### src/rtl/scan_pkg.sv
// Shared state encoding, default sizes and index-width helper for first_match_scanner.
package scan_pkg;

    typedef enum logic [1:0] {IDLE, SCAN, DONE} scan_state_e;

    localparam int unsigned DEFAULT_DEPTH = 8;
    localparam int unsigned DEFAULT_WIDTH = 8;

    // Width needed to hold values 0..n-1, never less than one bit.
    function automatic int unsigned idx_w(input int unsigned n);
        return (n > 1) ? $clog2(n) : 1;
    endfunction

endpackage

### src/rtl/first_match_scanner_if.sv
// Request/result handshake bundle for first_match_scanner; master drives requests, slave is the scanner.
interface first_match_scanner_if
    import scan_pkg::*;
#(
    parameter int unsigned DEPTH = DEFAULT_DEPTH,
    parameter int unsigned WIDTH = DEFAULT_WIDTH
);
    localparam int unsigned IW = idx_w(DEPTH);
    localparam int unsigned VW = idx_w(DEPTH + 1);

    logic                   in_valid;
    logic                   in_ready;
    logic [WIDTH-1:0]       in_key;
    logic [DEPTH*WIDTH-1:0] in_data;
    logic [DEPTH-1:0]       in_skip;
    logic                   abort;
    logic                   out_valid;
    logic                   out_ready;
    logic                   out_found;
    logic [IW-1:0]          out_index;
    logic [VW-1:0]          out_visited;

    modport master (
        output in_valid, in_key, in_data, in_skip, abort, out_ready,
        input  in_ready, out_valid, out_found, out_index, out_visited
    );

    modport slave (
        input  in_valid, in_key, in_data, in_skip, abort, out_ready,
        output in_ready, out_valid, out_found, out_index, out_visited
    );

endinterface

### src/rtl/scan_entry_sel.sv
// Selects the latched entry and skip bit at the scan index and compares the entry with the key.
module scan_entry_sel
    import scan_pkg::*;
#(
    parameter int unsigned DEPTH = DEFAULT_DEPTH,
    parameter int unsigned WIDTH = DEFAULT_WIDTH,
    parameter int unsigned IW    = idx_w(DEPTH)
) (
    input  logic [DEPTH*WIDTH-1:0] i_data,
    input  logic [DEPTH-1:0]       i_skip,
    input  logic [WIDTH-1:0]       i_key,
    input  logic [IW-1:0]          i_idx,
    output logic                   o_skip,
    output logic                   o_match
);

    logic [WIDTH-1:0] w_entries [DEPTH];

    for (genvar g = 0; g < DEPTH; g++) begin : g_entry
        assign w_entries[g] = i_data[g*WIDTH +: WIDTH];
    end

    assign o_skip  = i_skip[i_idx];
    assign o_match = (w_entries[i_idx] == i_key);

endmodule

### src/rtl/first_match_scanner.sv
// Sequential first-match key scanner: one entry per clock, skip mask, early exit on first match.
// Optional mid-scan cancel via the abort input when SCAN_ABORT_EN is defined.
module first_match_scanner
    import scan_pkg::*;
#(
    parameter int unsigned DEPTH = DEFAULT_DEPTH,
    parameter int unsigned WIDTH = DEFAULT_WIDTH
) (
    input  logic                clk,
    input  logic                rst_n,
    first_match_scanner_if.slave io_bus
);

    localparam int unsigned   IW       = idx_w(DEPTH);
    localparam int unsigned   VW       = idx_w(DEPTH + 1);
    localparam logic [IW-1:0] LAST_IDX = IW'(DEPTH - 1);

    scan_state_e            r_state;
    logic [WIDTH-1:0]       r_key;
    logic [DEPTH*WIDTH-1:0] r_data;
    logic [DEPTH-1:0]       r_skip;
    logic [IW-1:0]          r_idx;
    logic [IW-1:0]          r_index;
    logic [VW-1:0]          r_visited;
    logic                   r_in_ready;
    logic                   r_out_valid;
    logic                   r_found;

    logic w_skip;
    logic w_match;
    logic w_abort;

`ifdef SCAN_ABORT_EN
    assign w_abort = io_bus.abort;
`else
    // Port kept for pin compatibility; it never influences the scan.
    assign w_abort = io_bus.abort & 1'b0;
`endif

    scan_entry_sel #(
        .DEPTH (DEPTH),
        .WIDTH (WIDTH),
        .IW    (IW)
    ) u_entry_sel (
        .i_data  (r_data),
        .i_skip  (r_skip),
        .i_key   (r_key),
        .i_idx   (r_idx),
        .o_skip  (w_skip),
        .o_match (w_match)
    );

    always_ff @(posedge clk or negedge rst_n) begin
        if (!rst_n) begin
            r_state     <= IDLE;
            r_key       <= '0;
            r_data      <= '0;
            r_skip      <= '0;
            r_idx       <= '0;
            r_index     <= '0;
            r_visited   <= '0;
            r_in_ready  <= 1'b1;
            r_out_valid <= 1'b0;
            r_found     <= 1'b0;
        end else begin
            unique case (r_state)
                IDLE: begin
                    if (io_bus.in_valid) begin
                        r_key      <= io_bus.in_key;
                        r_data     <= io_bus.in_data;
                        r_skip     <= io_bus.in_skip;
                        r_idx      <= '0;
                        r_visited  <= '0;
                        r_in_ready <= 1'b0;
                        r_state    <= SCAN;
                    end
                end
                SCAN: begin
                    if (w_abort) begin
                        // Cancel before comparing the current entry.
                        r_found     <= 1'b0;
                        r_index     <= r_idx;
                        r_out_valid <= 1'b1;
                        r_state     <= DONE;
                    end else begin
                        if (!w_skip) begin
                            r_visited <= r_visited + VW'(1);
                        end
                        if (!w_skip && w_match) begin
                            r_found     <= 1'b1;
                            r_index     <= r_idx;
                            r_out_valid <= 1'b1;
                            r_state     <= DONE;
                        end else if (r_idx == LAST_IDX) begin
                            r_found     <= 1'b0;
                            r_index     <= '0;
                            r_out_valid <= 1'b1;
                            r_state     <= DONE;
                        end else begin
                            r_idx <= r_idx + IW'(1);
                        end
                    end
                end
                DONE: begin
                    if (io_bus.out_ready) begin
                        r_out_valid <= 1'b0;
                        r_in_ready  <= 1'b1;
                        r_state     <= IDLE;
                    end
                end
                default: r_state <= IDLE;
            endcase
        end
    end

    assign io_bus.in_ready    = r_in_ready;
    assign io_bus.out_valid   = r_out_valid;
    assign io_bus.out_found   = r_found;
    assign io_bus.out_index   = r_index;
    assign io_bus.out_visited = r_visited;

endmodule

### src/flat_wrapper.sv
// flat-port wrapper written by rule: the top's interface ports become plain ports
module first_match_scanner_flat import scan_pkg::*;
#(
    parameter int unsigned DEPTH = DEFAULT_DEPTH,
    parameter int unsigned WIDTH = DEFAULT_WIDTH
)
  (clk, rst_n, io_bus_in_valid, io_bus_in_key, io_bus_in_data, io_bus_in_skip, io_bus_abort, io_bus_out_ready, io_bus_in_ready, io_bus_out_valid, io_bus_out_found, io_bus_out_index, io_bus_out_visited);
  first_match_scanner_if #(.DEPTH(DEPTH), .WIDTH(WIDTH)) io_bus_i ();
  input  logic clk;
  input  logic rst_n;
  input wire logic [$bits(io_bus_i.in_valid)-1:0] io_bus_in_valid;
  input wire logic [$bits(io_bus_i.in_key)-1:0] io_bus_in_key;
  input wire logic [$bits(io_bus_i.in_data)-1:0] io_bus_in_data;
  input wire logic [$bits(io_bus_i.in_skip)-1:0] io_bus_in_skip;
  input wire logic [$bits(io_bus_i.abort)-1:0] io_bus_abort;
  input wire logic [$bits(io_bus_i.out_ready)-1:0] io_bus_out_ready;
  output wire logic [$bits(io_bus_i.in_ready)-1:0] io_bus_in_ready;
  output wire logic [$bits(io_bus_i.out_valid)-1:0] io_bus_out_valid;
  output wire logic [$bits(io_bus_i.out_found)-1:0] io_bus_out_found;
  output wire logic [$bits(io_bus_i.out_index)-1:0] io_bus_out_index;
  output wire logic [$bits(io_bus_i.out_visited)-1:0] io_bus_out_visited;
  assign io_bus_i.in_valid = io_bus_in_valid;
  assign io_bus_i.in_key = io_bus_in_key;
  assign io_bus_i.in_data = io_bus_in_data;
  assign io_bus_i.in_skip = io_bus_in_skip;
  assign io_bus_i.abort = io_bus_abort;
  assign io_bus_i.out_ready = io_bus_out_ready;
  assign io_bus_in_ready = io_bus_i.in_ready;
  assign io_bus_out_valid = io_bus_i.out_valid;
  assign io_bus_out_found = io_bus_i.out_found;
  assign io_bus_out_index = io_bus_i.out_index;
  assign io_bus_out_visited = io_bus_i.out_visited;
  first_match_scanner #(.DEPTH(DEPTH), .WIDTH(WIDTH)) u_core (.clk(clk), .rst_n(rst_n), .io_bus(io_bus_i));
endmodule
### config.mk
export PLATFORM = sky130hd
export DESIGN_NAME = first_match_scanner_flat
export DESIGN_NICKNAME = d
export VERILOG_FILES = /design/src/rtl/scan_pkg.sv /design/src/rtl/first_match_scanner_if.sv /design/src/rtl/scan_entry_sel.sv /design/src/rtl/first_match_scanner.sv /design/src/flat_wrapper.sv
export SDC_FILE = /design/constraint.sdc
export NUM_CORES = 1
export LEC_CHECK = 0
export ABC_AREA = 1
export BUFFER_PORTS_ARGS = -buffer_cell sky130_fd_sc_hd__buf_2
export CAP_MARGIN = 20
export CORE_ASPECT_RATIO = 0.9
export CORE_UTILIZATION = 51
export CTS_CLUSTER_DIAMETER = 100
export DETAILED_ROUTE_END_ITERATION = 16
export GPL_TIMING_DRIVEN = 0
export HOLD_SLACK_MARGIN = 0.1
export PLACE_DENSITY_LB_ADDON = 0.25
export SKIP_CTS_REPAIR_TIMING = 1
export SLEW_MARGIN = 15
export SYNTH_ARGS = -nofsm -noshare
export SYNTH_HDL_FRONTEND = slang
export SYNTH_HIERARCHICAL = 1
export SYNTH_SLANG_ARGS = --single-unit
### constraint.sdc
create_clock -name clk -period 1.99 [get_ports clk]
set_clock_uncertainty 0.05 [all_clocks]
set_input_delay 0.199 -clock clk [delete_from_list [all_inputs] [get_ports clk]]
set_output_delay 0.199 -clock clk [all_outputs]
set_load 0.005 [all_outputs]
==> metrics.csv <==
stage,metric,value,unit
global_routing,grt_remaining_overflow,0,
power,ir_drop,0.771,mV
clock_tree,clk_pin_slew,0.06,ns
timing,grt_setup_unrepaired,true,
route,detail_route.first_pass.iterations,5,
global_routing,grt_util_all_layers,0.251,
floorplan,die_area,10800,sq um
floorplan,standard_cell_core_area,9870,sq um
route,vias_per_cell,5.00,
timing,post-route-period-util,1.08,
global_routing,grt_antenna_before_repair,0,
synth,ys_ff_latch,95,
placed_design,dp_cells,854,
placed_design,finalWeightedCongestion,0.860,
worst_setup_path,criticalPathCategory,reg -> reg,
worst_setup_path,family_with_the_most_delay_on_the_worst_path,simple AND/OR/NAND/NOR gates,
synth,synth-edff-count,0,
synth,yosys_most_used_dff,dfrtp_1,
worst_setup_path,required,2.16,ns
route,wire_per_inst,15.2,um
route,drt_first_iter_violations,273,
worst_setup_path,crit_buf_inv,3,
synth,yosys_warnings,6,
finish,design.final.nets,919,
global_routing,grt_max_degree,55,
global_routing,grt_first_pass_wirelength,20600,um
run_status,failed_checks,negative setup slack,
hold_path,min_path_type,in -> async,
worst_setup_path,path_max_fanout,6,
synth,synthArstFlopShare,1.00,
route,wirelength,14600,um
clock_tree,clock_tree.htree_level_count,3,
finish,antenna_cells,0,
route,post-route-drc-count,0,
route,ant_nets,0,
timing,holdWs,0.348,ns
route,route.vias.total,4808,
clock_tree,cts_inserted_buffers,9,
power,power,10600,uW
worst_setup_path,critPathArrivalTime,2.32,ns
floorplan,start_util,0.537,
finish,layout-drive-gt1-share,0.308,
finish,final_util,0.750,
synth,synthTopCellsByArea,"dfrtp_1, nand2_1, nand2_4",
global_routing,via_count_of_the_first_global_routing_pass,4253,
floorplan,io_pins,95,
floorplan,die_w,109,um
timing,worst_slew_pin_slew,0.572,ns
clock_tree,numClockSinks,95,
power,pwr_density_cell,1430,nW/um^2
finish,non_filler_instances,961,
synth,synth_fp_nets,722,
worst_setup_path,critical_path.endpoint_type,register,
timing,final_max_slew_viol_count,0,
clock_tree,cts-root-buf,clkbuf_16,
run_status,status,"complete, but fails checks",
synth,synth_top_area_cell,dfrtp_1,
synth,syn_area,5300,sq um
floorplan,floorplan.die.height,98.7,um
clock_tree,clock_path_buffers,2,
synth,synth_top_area_frac,0.444,
timing,fmax,0.466,GHz
synth,yosys.cell_count.top_type,nand2_1,
synth,seq_area_frac_synth,0.449,
timing,max-slew-margin-rel,0.619,
worst_setup_path,critical_path.startpoint_type,register,
worst_setup_path,slowest_stage,dfrtp_2,
synth,synth_cells,634,
synth,synth.lib_cells_used.distinct,27,
placed_design,port_buffers,93,
worst_setup_path,slowest_delay,0.44,ns
synth,most_frequent_cells_after_synthesis,"nand2_1, dfrtp_1, nand2_4",
timing,setup_viol_count_final,10,
clock_tree,clk_latency,0.33,ns
timing,totalNegativeSetupSlack,-1.12,ns
power,static-leakage-power,0.00431,uW
floorplan,num_rows,34,
placed_design,dp.final_hpwl,9100,um
timing,finalWorstSetupSlack,-0.157,ns
worst_setup_path,timing.critical_path.cells,buf_12 > inv_12 > buf_8 > nand2_2 > nand2_2 > nand2_1 > nand3_2 > nand2_1 > nand2_1 > nand2_1 > nor2_2 > nand2_1 > nor2_2 > nand2_2 > nand2_2 > nand2_4 > nand2_2 > o21ai_1,
job,drv.max_cap_violation_count,0,
synth,synth.avg_cell_area,8.35,sq um
timing,final-hold-violation-count,0,
finish,flow.area_growth_from_synthesis,39.8,%
timing,min_cycle_time_layout,2.15,ns
clock_tree,cts_tree,done,
==> placed cells by master, fill, tap and decap left out, types with 2 or more instances in the layout <==
cell and instances:
nor2_2 5, buf_4 8, dlygate4sd3_1 82, buf_2 99, a21oi_1 2, buf_8 2, inv_2 2, inv_1 46
nand3b_1 3, o21ai_1 5, nand3_2 18, nand3_1 40, buf_6 9, buf_12 10, nand2_4 71, ha_1 3
clkinvlp_4 2, nor2_1 12, dfrtp_1 93, nand2_2 6, o21ai_0 7, clkbuf_16 11, nand2_1 284, clkinv_4 2
bufinv_16 2
==> path summary, 6_finish.rpt <==
| check | to | slack (ns) | depth (start not counted) | from |
|---|---|---|---|---|
| worst max-delay path | u_core/io_bus.out_found | -0.16 | 18 | u_core/r_idx[0] |
| worst min-delay path | u_core/r_data[32] | 0.35 | 2 | rst_n |
| worst max register to register | u_core/io_bus.out_found | -0.16 | 18 | u_core/r_idx[0] |
| worst min register to register | u_core/io_bus.out_index[2] | 0.42 | 2 | u_core/io_bus.out_index[2] |
| max in group asynchronous | u_core/io_bus.in_ready | 0.83 | 3 | rst_n |
| min in group clk | u_core/io_bus.out_index[2] | 0.42 | 2 | u_core/io_bus.out_index[2] |
==> state kept, by name, indices dropped and copies added, names as in the netlist <==
| name | count |
|---|---|
| u_core/r_key | 8 |
| u_core/r_data | 64 |
| u_core/io_bus.in_ready | 1 |
| u_core/io_bus.out_visited | 4 |
| u_core/io_bus.out_index | 3 |
| u_core/io_bus.out_found | 1 |
| u_core/io_bus.out_valid | 1 |
| u_core/r_state | 2 |
| u_core/r_skip | 8 |
| u_core/r_idx | 3 |
==> layout make-up <==
class / count / area, sq um
multi-input cells: 459 / 2530
plain buffers: 28 / 354
repair buffers: 185 / 1430
repair inverters: 1 / 7.51
well taps: 126 / 158
flip-flops and latches: 95 / 2380
clock buffers: 10 / 239
inverters: 52 / 224
fillers: 685 / 2470
clock inverters: 5 / 82.6
==> worst reg2reg max path: stages (launching register included) <==
cell and delay (ns):
dfrtp_2 0.44, buf_12 0.16, inv_12 0.08, buf_8 0.12
nand2_2 0.05, nand2_2 0.07, nand2_1 0.07, nand3_2 0.08
nand2_1 0.05, nand2_1 0.05, nand2_1 0.05, nor2_2 0.12
nand2_1 0.07, nor2_2 0.16, nand2_2 0.11, nand2_2 0.10
nand2_4 0.07, nand2_2 0.08, o21ai_1 0.06
==> logic make-up (layout without fill, tap and decap cells) <==
kind of cell | after synthesis | in the layout | synth area share
flops | 95 | 95 | 0.449
fa+ha+maj | 3 | 3 | 0.00709
compound gates | 16 | 16 | 0.0156
simple gates | 440 | 440 | 0.431
buf+inv | 80 | 281 | 0.0966
==> per-stage QoR <==
stage,cell area [sq um],worst slack [ns]
CTS,6270,-0.399
finish,7400,-0.157
floorplan,5300,0.141
detailed placement,5950,-0.394
global placement,5920,-0.331
global route,7400,-0.279
==> per-layer routing <==
metal  share of wire  global-route usage
met1            0.44               0.376
met5               0                   0
met2            0.48               0.384
met3           0.068              0.0397
met4           0.014              0.0564
==> power breakdown <==
group          internal (uW)  switching [uW]  total, uW
combinational           2200            3110       5310
sequential              2830             591       3420
clock                   1130             722       1850
total                   6160            4420      10600
Note: power is estimated with default switching activity, not from simulation.
